<file path="src/rtl/pc_sequencer_if.sv">
// Flow-control bundle between the Galetron control unit and the PC sequencer.
//
// master: control unit / datapath side (drives flow requests, ALU status and
//         user buttons, consumes pc/flags/stall/inCommit/halted).
// slave : pc_sequencer side.
//
// Handshake: the `in` instruction is a blocking request/acknowledge pair.
// inRequest holds the sequencer in WAIT_IN (stall=1). The user's inConfirm
// rising edge acts as the valid strobe. inCommit is the one-cycle accept
// pulse in that same cycle; the register file writes only when inCommit=1.
interface pc_sequencer_if #(
  parameter int ADDR_WIDTH = 10
);
  logic                  jump;
  logic                  bzero;
  logic                  bnegative;
  logic                  HLT;
  logic                  enable;
  logic [ADDR_WIDTH-1:0] mainAddress;
  logic                  aluZero;
  logic                  aluNegative;
  logic                  inRequest;
  logic                  inConfirm;
  logic                  resume;
  logic [ADDR_WIDTH-1:0] pc;
  logic                  zeroFlag;
  logic                  negativeFlag;
  logic                  stall;
  logic                  inCommit;
  logic                  halted;

  modport master (
    output jump, bzero, bnegative, HLT, enable, mainAddress,
           aluZero, aluNegative, inRequest, inConfirm, resume,
    input  pc, zeroFlag, negativeFlag, stall, inCommit, halted
  );

  modport slave (
    input  jump, bzero, bnegative, HLT, enable, mainAddress,
           aluZero, aluNegative, inRequest, inConfirm, resume,
    output pc, zeroFlag, negativeFlag, stall, inCommit, halted
  );
endinterface

</file>
<file path="src/rtl/pc_sequencer.sv">
// Program-counter sequencer for the Galetron core.
// Holds the PC and the registered zero/negative flags, resolves jumps and
// conditional branches, and stalls the datapath during a blocking `in`
// (WAIT_IN) or after `hlt` (HALT).
//
// Ports:
//   clock     - single clock, rising edge
//   reset     - synchronous, active-low
//   bus       - pc_sequencer_if.slave (flow requests in; pc/flags/status out)
//   dbg_state - current FSM state (0=RUN, 1=WAIT_IN, 2=HALT)
module pc_sequencer #(
  parameter int ADDR_WIDTH = 10,
  parameter int RESET_ADDR = 0
) (
  input  logic                clock,
  input  logic                reset,
  pc_sequencer_if.slave       bus,
  output logic [1:0]          dbg_state
);

  typedef enum logic [1:0] {
    RUN     = 2'd0,
    WAIT_IN = 2'd1,
    HALT    = 2'd2
  } state_t;

  state_t                state;
  logic [ADDR_WIDTH-1:0] pc_q;
  logic                  zero_q;
  logic                  neg_q;
  // Reset to 1 so a button held through reset does not look like a press.
  logic                  confirm_prev;
  logic                  resume_prev;

  logic                  confirm_edge;
  logic                  resume_edge;
  logic                  take_branch;

  assign confirm_edge = bus.inConfirm & ~confirm_prev;
  assign resume_edge  = bus.resume & ~resume_prev;
  // Branches look at the flags latched by the previous op, not the live ALU.
  assign take_branch  = (bus.bzero & zero_q) | (bus.bnegative & neg_q);

  always_ff @(posedge clock) begin
    if (!reset) begin
      state        <= RUN;
      pc_q         <= ADDR_WIDTH'(RESET_ADDR);
      zero_q       <= 1'b0;
      neg_q        <= 1'b0;
      confirm_prev <= 1'b1;
      resume_prev  <= 1'b1;
    end else begin
      confirm_prev <= bus.inConfirm;
      resume_prev  <= bus.resume;
      case (state)
        RUN: begin
          if (bus.enable) begin
            zero_q <= bus.aluZero;
            neg_q  <= bus.aluNegative;
          end
          if (bus.HLT) begin
            state <= HALT;
          end else if (bus.inRequest) begin
            state <= WAIT_IN;
          end else if (bus.jump || take_branch) begin
            pc_q <= bus.mainAddress;
          end else begin
            pc_q <= pc_q + ADDR_WIDTH'(1);
          end
        end
        WAIT_IN: begin
          if (confirm_edge) begin
            pc_q  <= pc_q + ADDR_WIDTH'(1);
            state <= RUN;
          end
        end
        HALT: begin
          // resume_prev tracks the button during HALT, so only a fresh press
          // after entry produces resume_edge.
          if (resume_edge) begin
            pc_q  <= pc_q + ADDR_WIDTH'(1);
            state <= RUN;
          end
        end
        default: state <= RUN;
      endcase
    end
  end

  assign bus.pc           = pc_q;
  assign bus.zeroFlag     = zero_q;
  assign bus.negativeFlag = neg_q;
  assign bus.stall        = (state != RUN);
  assign bus.halted       = (state == HALT);
  assign bus.inCommit     = (state == WAIT_IN) & confirm_edge;
  assign dbg_state        = state;

endmodule
</file>
<file path="src/flat_wrapper.sv">
// flat-port wrapper written by rule: the top's interface ports become plain ports
module pc_sequencer_flat 
#(
  parameter int ADDR_WIDTH = 10,
  parameter int RESET_ADDR = 0
)
  (clock, reset, dbg_state, bus_jump, bus_bzero, bus_bnegative, bus_HLT, bus_enable, bus_mainAddress, bus_aluZero, bus_aluNegative, bus_inRequest, bus_inConfirm, bus_resume, bus_pc, bus_zeroFlag, bus_negativeFlag, bus_stall, bus_inCommit, bus_halted);
  pc_sequencer_if #(.ADDR_WIDTH(ADDR_WIDTH)) bus_i ();
  input  logic clock;
  input  logic reset;
  output logic [1:0] dbg_state;
  input wire logic [$bits(bus_i.jump)-1:0] bus_jump;
  input wire logic [$bits(bus_i.bzero)-1:0] bus_bzero;
  input wire logic [$bits(bus_i.bnegative)-1:0] bus_bnegative;
  input wire logic [$bits(bus_i.HLT)-1:0] bus_HLT;
  input wire logic [$bits(bus_i.enable)-1:0] bus_enable;
  input wire logic [$bits(bus_i.mainAddress)-1:0] bus_mainAddress;
  input wire logic [$bits(bus_i.aluZero)-1:0] bus_aluZero;
  input wire logic [$bits(bus_i.aluNegative)-1:0] bus_aluNegative;
  input wire logic [$bits(bus_i.inRequest)-1:0] bus_inRequest;
  input wire logic [$bits(bus_i.inConfirm)-1:0] bus_inConfirm;
  input wire logic [$bits(bus_i.resume)-1:0] bus_resume;
  output wire logic [$bits(bus_i.pc)-1:0] bus_pc;
  output wire logic [$bits(bus_i.zeroFlag)-1:0] bus_zeroFlag;
  output wire logic [$bits(bus_i.negativeFlag)-1:0] bus_negativeFlag;
  output wire logic [$bits(bus_i.stall)-1:0] bus_stall;
  output wire logic [$bits(bus_i.inCommit)-1:0] bus_inCommit;
  output wire logic [$bits(bus_i.halted)-1:0] bus_halted;
  assign bus_i.jump = bus_jump;
  assign bus_i.bzero = bus_bzero;
  assign bus_i.bnegative = bus_bnegative;
  assign bus_i.HLT = bus_HLT;
  assign bus_i.enable = bus_enable;
  assign bus_i.mainAddress = bus_mainAddress;
  assign bus_i.aluZero = bus_aluZero;
  assign bus_i.aluNegative = bus_aluNegative;
  assign bus_i.inRequest = bus_inRequest;
  assign bus_i.inConfirm = bus_inConfirm;
  assign bus_i.resume = bus_resume;
  assign bus_pc = bus_i.pc;
  assign bus_zeroFlag = bus_i.zeroFlag;
  assign bus_negativeFlag = bus_i.negativeFlag;
  assign bus_stall = bus_i.stall;
  assign bus_inCommit = bus_i.inCommit;
  assign bus_halted = bus_i.halted;
  pc_sequencer #(.ADDR_WIDTH(ADDR_WIDTH), .RESET_ADDR(RESET_ADDR)) u_core (.clock(clock), .reset(reset), .bus(bus_i), .dbg_state(dbg_state));
endmodule
</file>
<file path="config.mk">
export PLATFORM = sky130hd
export DESIGN_NAME = pc_sequencer_flat
export DESIGN_NICKNAME = d
export VERILOG_FILES = /design/src/rtl/pc_sequencer_if.sv /design/src/rtl/pc_sequencer.sv /design/src/flat_wrapper.sv
export SDC_FILE = /design/constraint.sdc
export NUM_CORES = 1
export LEC_CHECK = 0
export ABC_AREA = 1
export CORE_AREA = 2 2 62 47
export CTS_CLUSTER_DIAMETER = 50
export DETAILED_ROUTE_END_ITERATION = 10
export DIE_AREA = 0 0 64 49
export GPL_ROUTABILITY_DRIVEN = 0
export PLACE_DENSITY = 0.89
export SLEW_MARGIN = 10
export SYNTH_ARGS = -nofsm -noshare
export SYNTH_HDL_FRONTEND = slang
export SYNTH_SLANG_ARGS = --single-unit
</file>
<file path="constraint.sdc">
create_clock -name clock -period 2 [get_ports clock]
set_input_delay 0.2 -clock clock [delete_from_list [all_inputs] [get_ports clock]]
set_output_delay 0.2 -clock clock [all_outputs]
set_load 0.02 [all_outputs]
</file>
==> flow_summary.toml <==
[route]
via_count = 1083
drt_iter0_drc = 30
postRouteAntennaNets = 0
drc = 0
drtPass1Iterations = 4
wl_um = 2419
wl_per_cell_um = 10.04
viasPerCell = 4.494

[clock_tree]
root_buffer = "clkbuf_4"
path_clk_slew_ns = 0.10
ctsHtreeMaxLevel = 1
cts_sinks = 16
clkLatencyLatePin_ns = 0.29
cts_tree = "done"
cts_max_path_buffers = 2
cts_buffers = 3

[synth]
ys_types = 25
ys_seq_area_share_pct = 29.98
avgSynthCellArea_sq_um = 6.476
synth_top_area_share_pct = 29.98
syn_inst = 165
ys_ff_latch = 16
yosys.area.top_type = "dfxtp_1"
syn_nets = 192
yosysWarnings = 0
synth_area_leaders = "dfxtp_1 (30%), nand2_1 (19%), inv_1 (7.0%)"
synth_area_sq_mm = 0.001069

[finish]
seqCellArea_sq_um = 320.3
antenna_cells = 0
finalNetCount = 233
fillers = 251
drive_gt1_share_pct = 10.73
final_common_cell = "nand2_1"
area_growth_pct = 42.15
final_area_sq_mm = 0.001519
multi_input_area_sq_um = 630.6
final_cell_count_no_fill = 241
final_cell_mix = "nand2_1 (54), clkdlybuf4s50_1 (36), inv_1 (20)"

[placed_design]
dpl.hpwl_um = 1816
dp_slack_ns = 0.2799
portBuffers = 38
place_inst = 237
place_area_sq_mm = 0.001478

[global_route]
grt_remaining_overflow = 0
grt_pass1_vias = 949
track_usage_pct = 15.95
antenna_found_initial = 0
grt_max_degree = 14
grt_pass1_wl_um = 4043

[sta]
rsz0062_at_grt = "false"
relSlewSlack_pct = 77.70
final_hold_viol_count = 0
final.setup_skew_ns = 0.005970
finalWorstSetupSlack_ns = 0.2447
fin_crit_sh_pct = 87.76
setup_tns_ns = 0
max_freq_ghz = 0.5697
final_max_slew_viol_count = 0
setup_violations = 0
hold_ws_ns = 0.4753
tightest_slew_ns = 0.3335
period_minus_slack_ns = 1.755

[critical_path]
critPathSlowestCell = "clkdlybuf4s50_1"
cp_top_family = "buffers and inverters"
cp_num_buf_inv = 2
crit_required_ns = 1.80
crit_path_end_kind = "primary output"
critPathLaunch = "u_core.dbg_state[0]$_SDFFE_PN0P_"
start_kind = "register"
regToRegSetupSlack_ns = 0.34
crit_chain = "inv_1 > ha_1 > clkdlybuf4s50_1"
cp_max_fo = 4
slowest_delay_ns = 0.61
cp.depth = 3
reg2reg_to = "u_core.bus.pc[1]$_SDFFE_PN0P_"
rr_worst_depth = 10
crit_path_end = "bus_halted"
worstPathArrival_ns = 1.56
timing.rr.start = "u_core.dbg_state[1]$_SDFFE_PN0P_"
path_class = "reg2out"

[floorplan]
coreArea_sq_mm = 0.002582
die_h_um = 49
start_util_pct = 41.38
io_pins = 39
rows = 16
dieArea_sq_mm = 0.003136
die_w_um = 64

[power]
power.density_mw_per_mm2 = 1114
ir_drop_mv = 0.4977
power.leakage_nw = 0.6731

[worst_hold_path]
hold_class = "in2reg"

[job]
maxCapViolations = 0

[status]
status = "complete, no violations"
## Yosys cell counts
| master | count |
|---|---|
| a21oi_2 | 1 |
| buf_2 | 1 |
| o21ai_2 | 2 |
| o21ai_1 | 6 |
| inv_2 | 3 |
| nand3_2 | 5 |
| or2_1 | 1 |
| nor2_1 | 14 |
| nand3b_1 | 2 |
| nand2_2 | 2 |
| dfxtp_1 | 16 |
| nor2_2 | 2 |
| ha_1 | 5 |
| nand3_1 | 9 |
| nand2_1 | 54 |
| clkinv_1 | 2 |
| nor2_8 | 1 |
| o21ai_0 | 3 |
| a21oi_1 | 11 |
| inv_1 | 20 |
| buf_8 | 1 |
| clkbuf_1 | 1 |
| nand4_1 | 1 |
| nor3b_1 | 1 |
| nor2_4 | 1 |
## worst min-delay path: stages
cell	delay (ns)
clkdlybuf4s50_1	0.41
inv_2	0.08
nand2_1	0.04
## flip-flops by register name (all words and copies together) (netlist names)
register,count
u_core.confirm_prev,1
u_core.bus.pc,10
u_core.dbg_state,2
u_core.bus.zeroFlag,1
u_core.bus.negativeFlag,1
u_core.resume_prev,1
## power breakdown
part / leakage, nW / switching, mW / internal (mW)
clock: 0.0210 / 0.106 / 0.111
combinational: 0.520 / 0.554 / 0.414
sequential: 0.132 / 0.104 / 0.403
total: 0.673 / 0.765 / 0.927
## cell families after synthesis
group | count (synthesis) | share of synthesized area, %
flops | 16 | 29.98
buf+inv | 28 | 11.01
simple gates | 93 | 41.33
compound gates | 23 | 11.83
fa+ha+maj | 5 | 5.855
## how the worst min path moves through the flow
stage	startpoint	endpoint	slack (ns)	depth (start not counted)
detailed placement	u_core.bus.pc[9]$_SDFFE_PN0P_	u_core.bus.pc[9]$_SDFFE_PN0P_	0.49	2
global placement	u_core.bus.pc[9]$_SDFFE_PN0P_	u_core.bus.pc[9]$_SDFFE_PN0P_	0.48	2
floorplan	bus_inConfirm	u_core.confirm_prev$_SDFF_PN1_	0.29	2
global route	bus_resume	u_core.resume_prev$_SDFF_PN1_	0.48	3
CTS	bus_inConfirm	u_core.confirm_prev$_SDFF_PN1_	0.47	3
finish	bus_inConfirm	u_core.confirm_prev$_SDFF_PN1_	0.48	3
## final cells by class
type | instances | share of cell area [%]
multi-input combinational | 121 | 41.52
timing repair buffer | 39 | 25.86
sequential | 16 | 21.09
inverter | 25 | 6.178
tap | 36 | 2.965
clock buffer | 4 | 2.389
## stage by stage
stage	power [mW]	utilization (%)
5_1_grt	1.848	58.82
3_3_place_gp	1.461	57.22
3_5_place_dp	1.481	57.22
4_1_cts	1.704	58.62
2_1_floorplan	1.169	-
6_report	1.692	58.82
## layer usage
metal,track usage [%],vias up,part of all wire [%]
met4,3.261,0,0
met1,21.86,458,52
met2,23.96,33,42
met3,5.774,0,6.4
met5,0,-,0
li1,-,592,-
## repair_timing
action                     4_1_cts  5_1_grt
buffers inserted                 0        0
setup endpoints to repair        0        2
hold buffers                     0        0
gates resized for setup          0        2
Power figures use the tool's default switching activity.
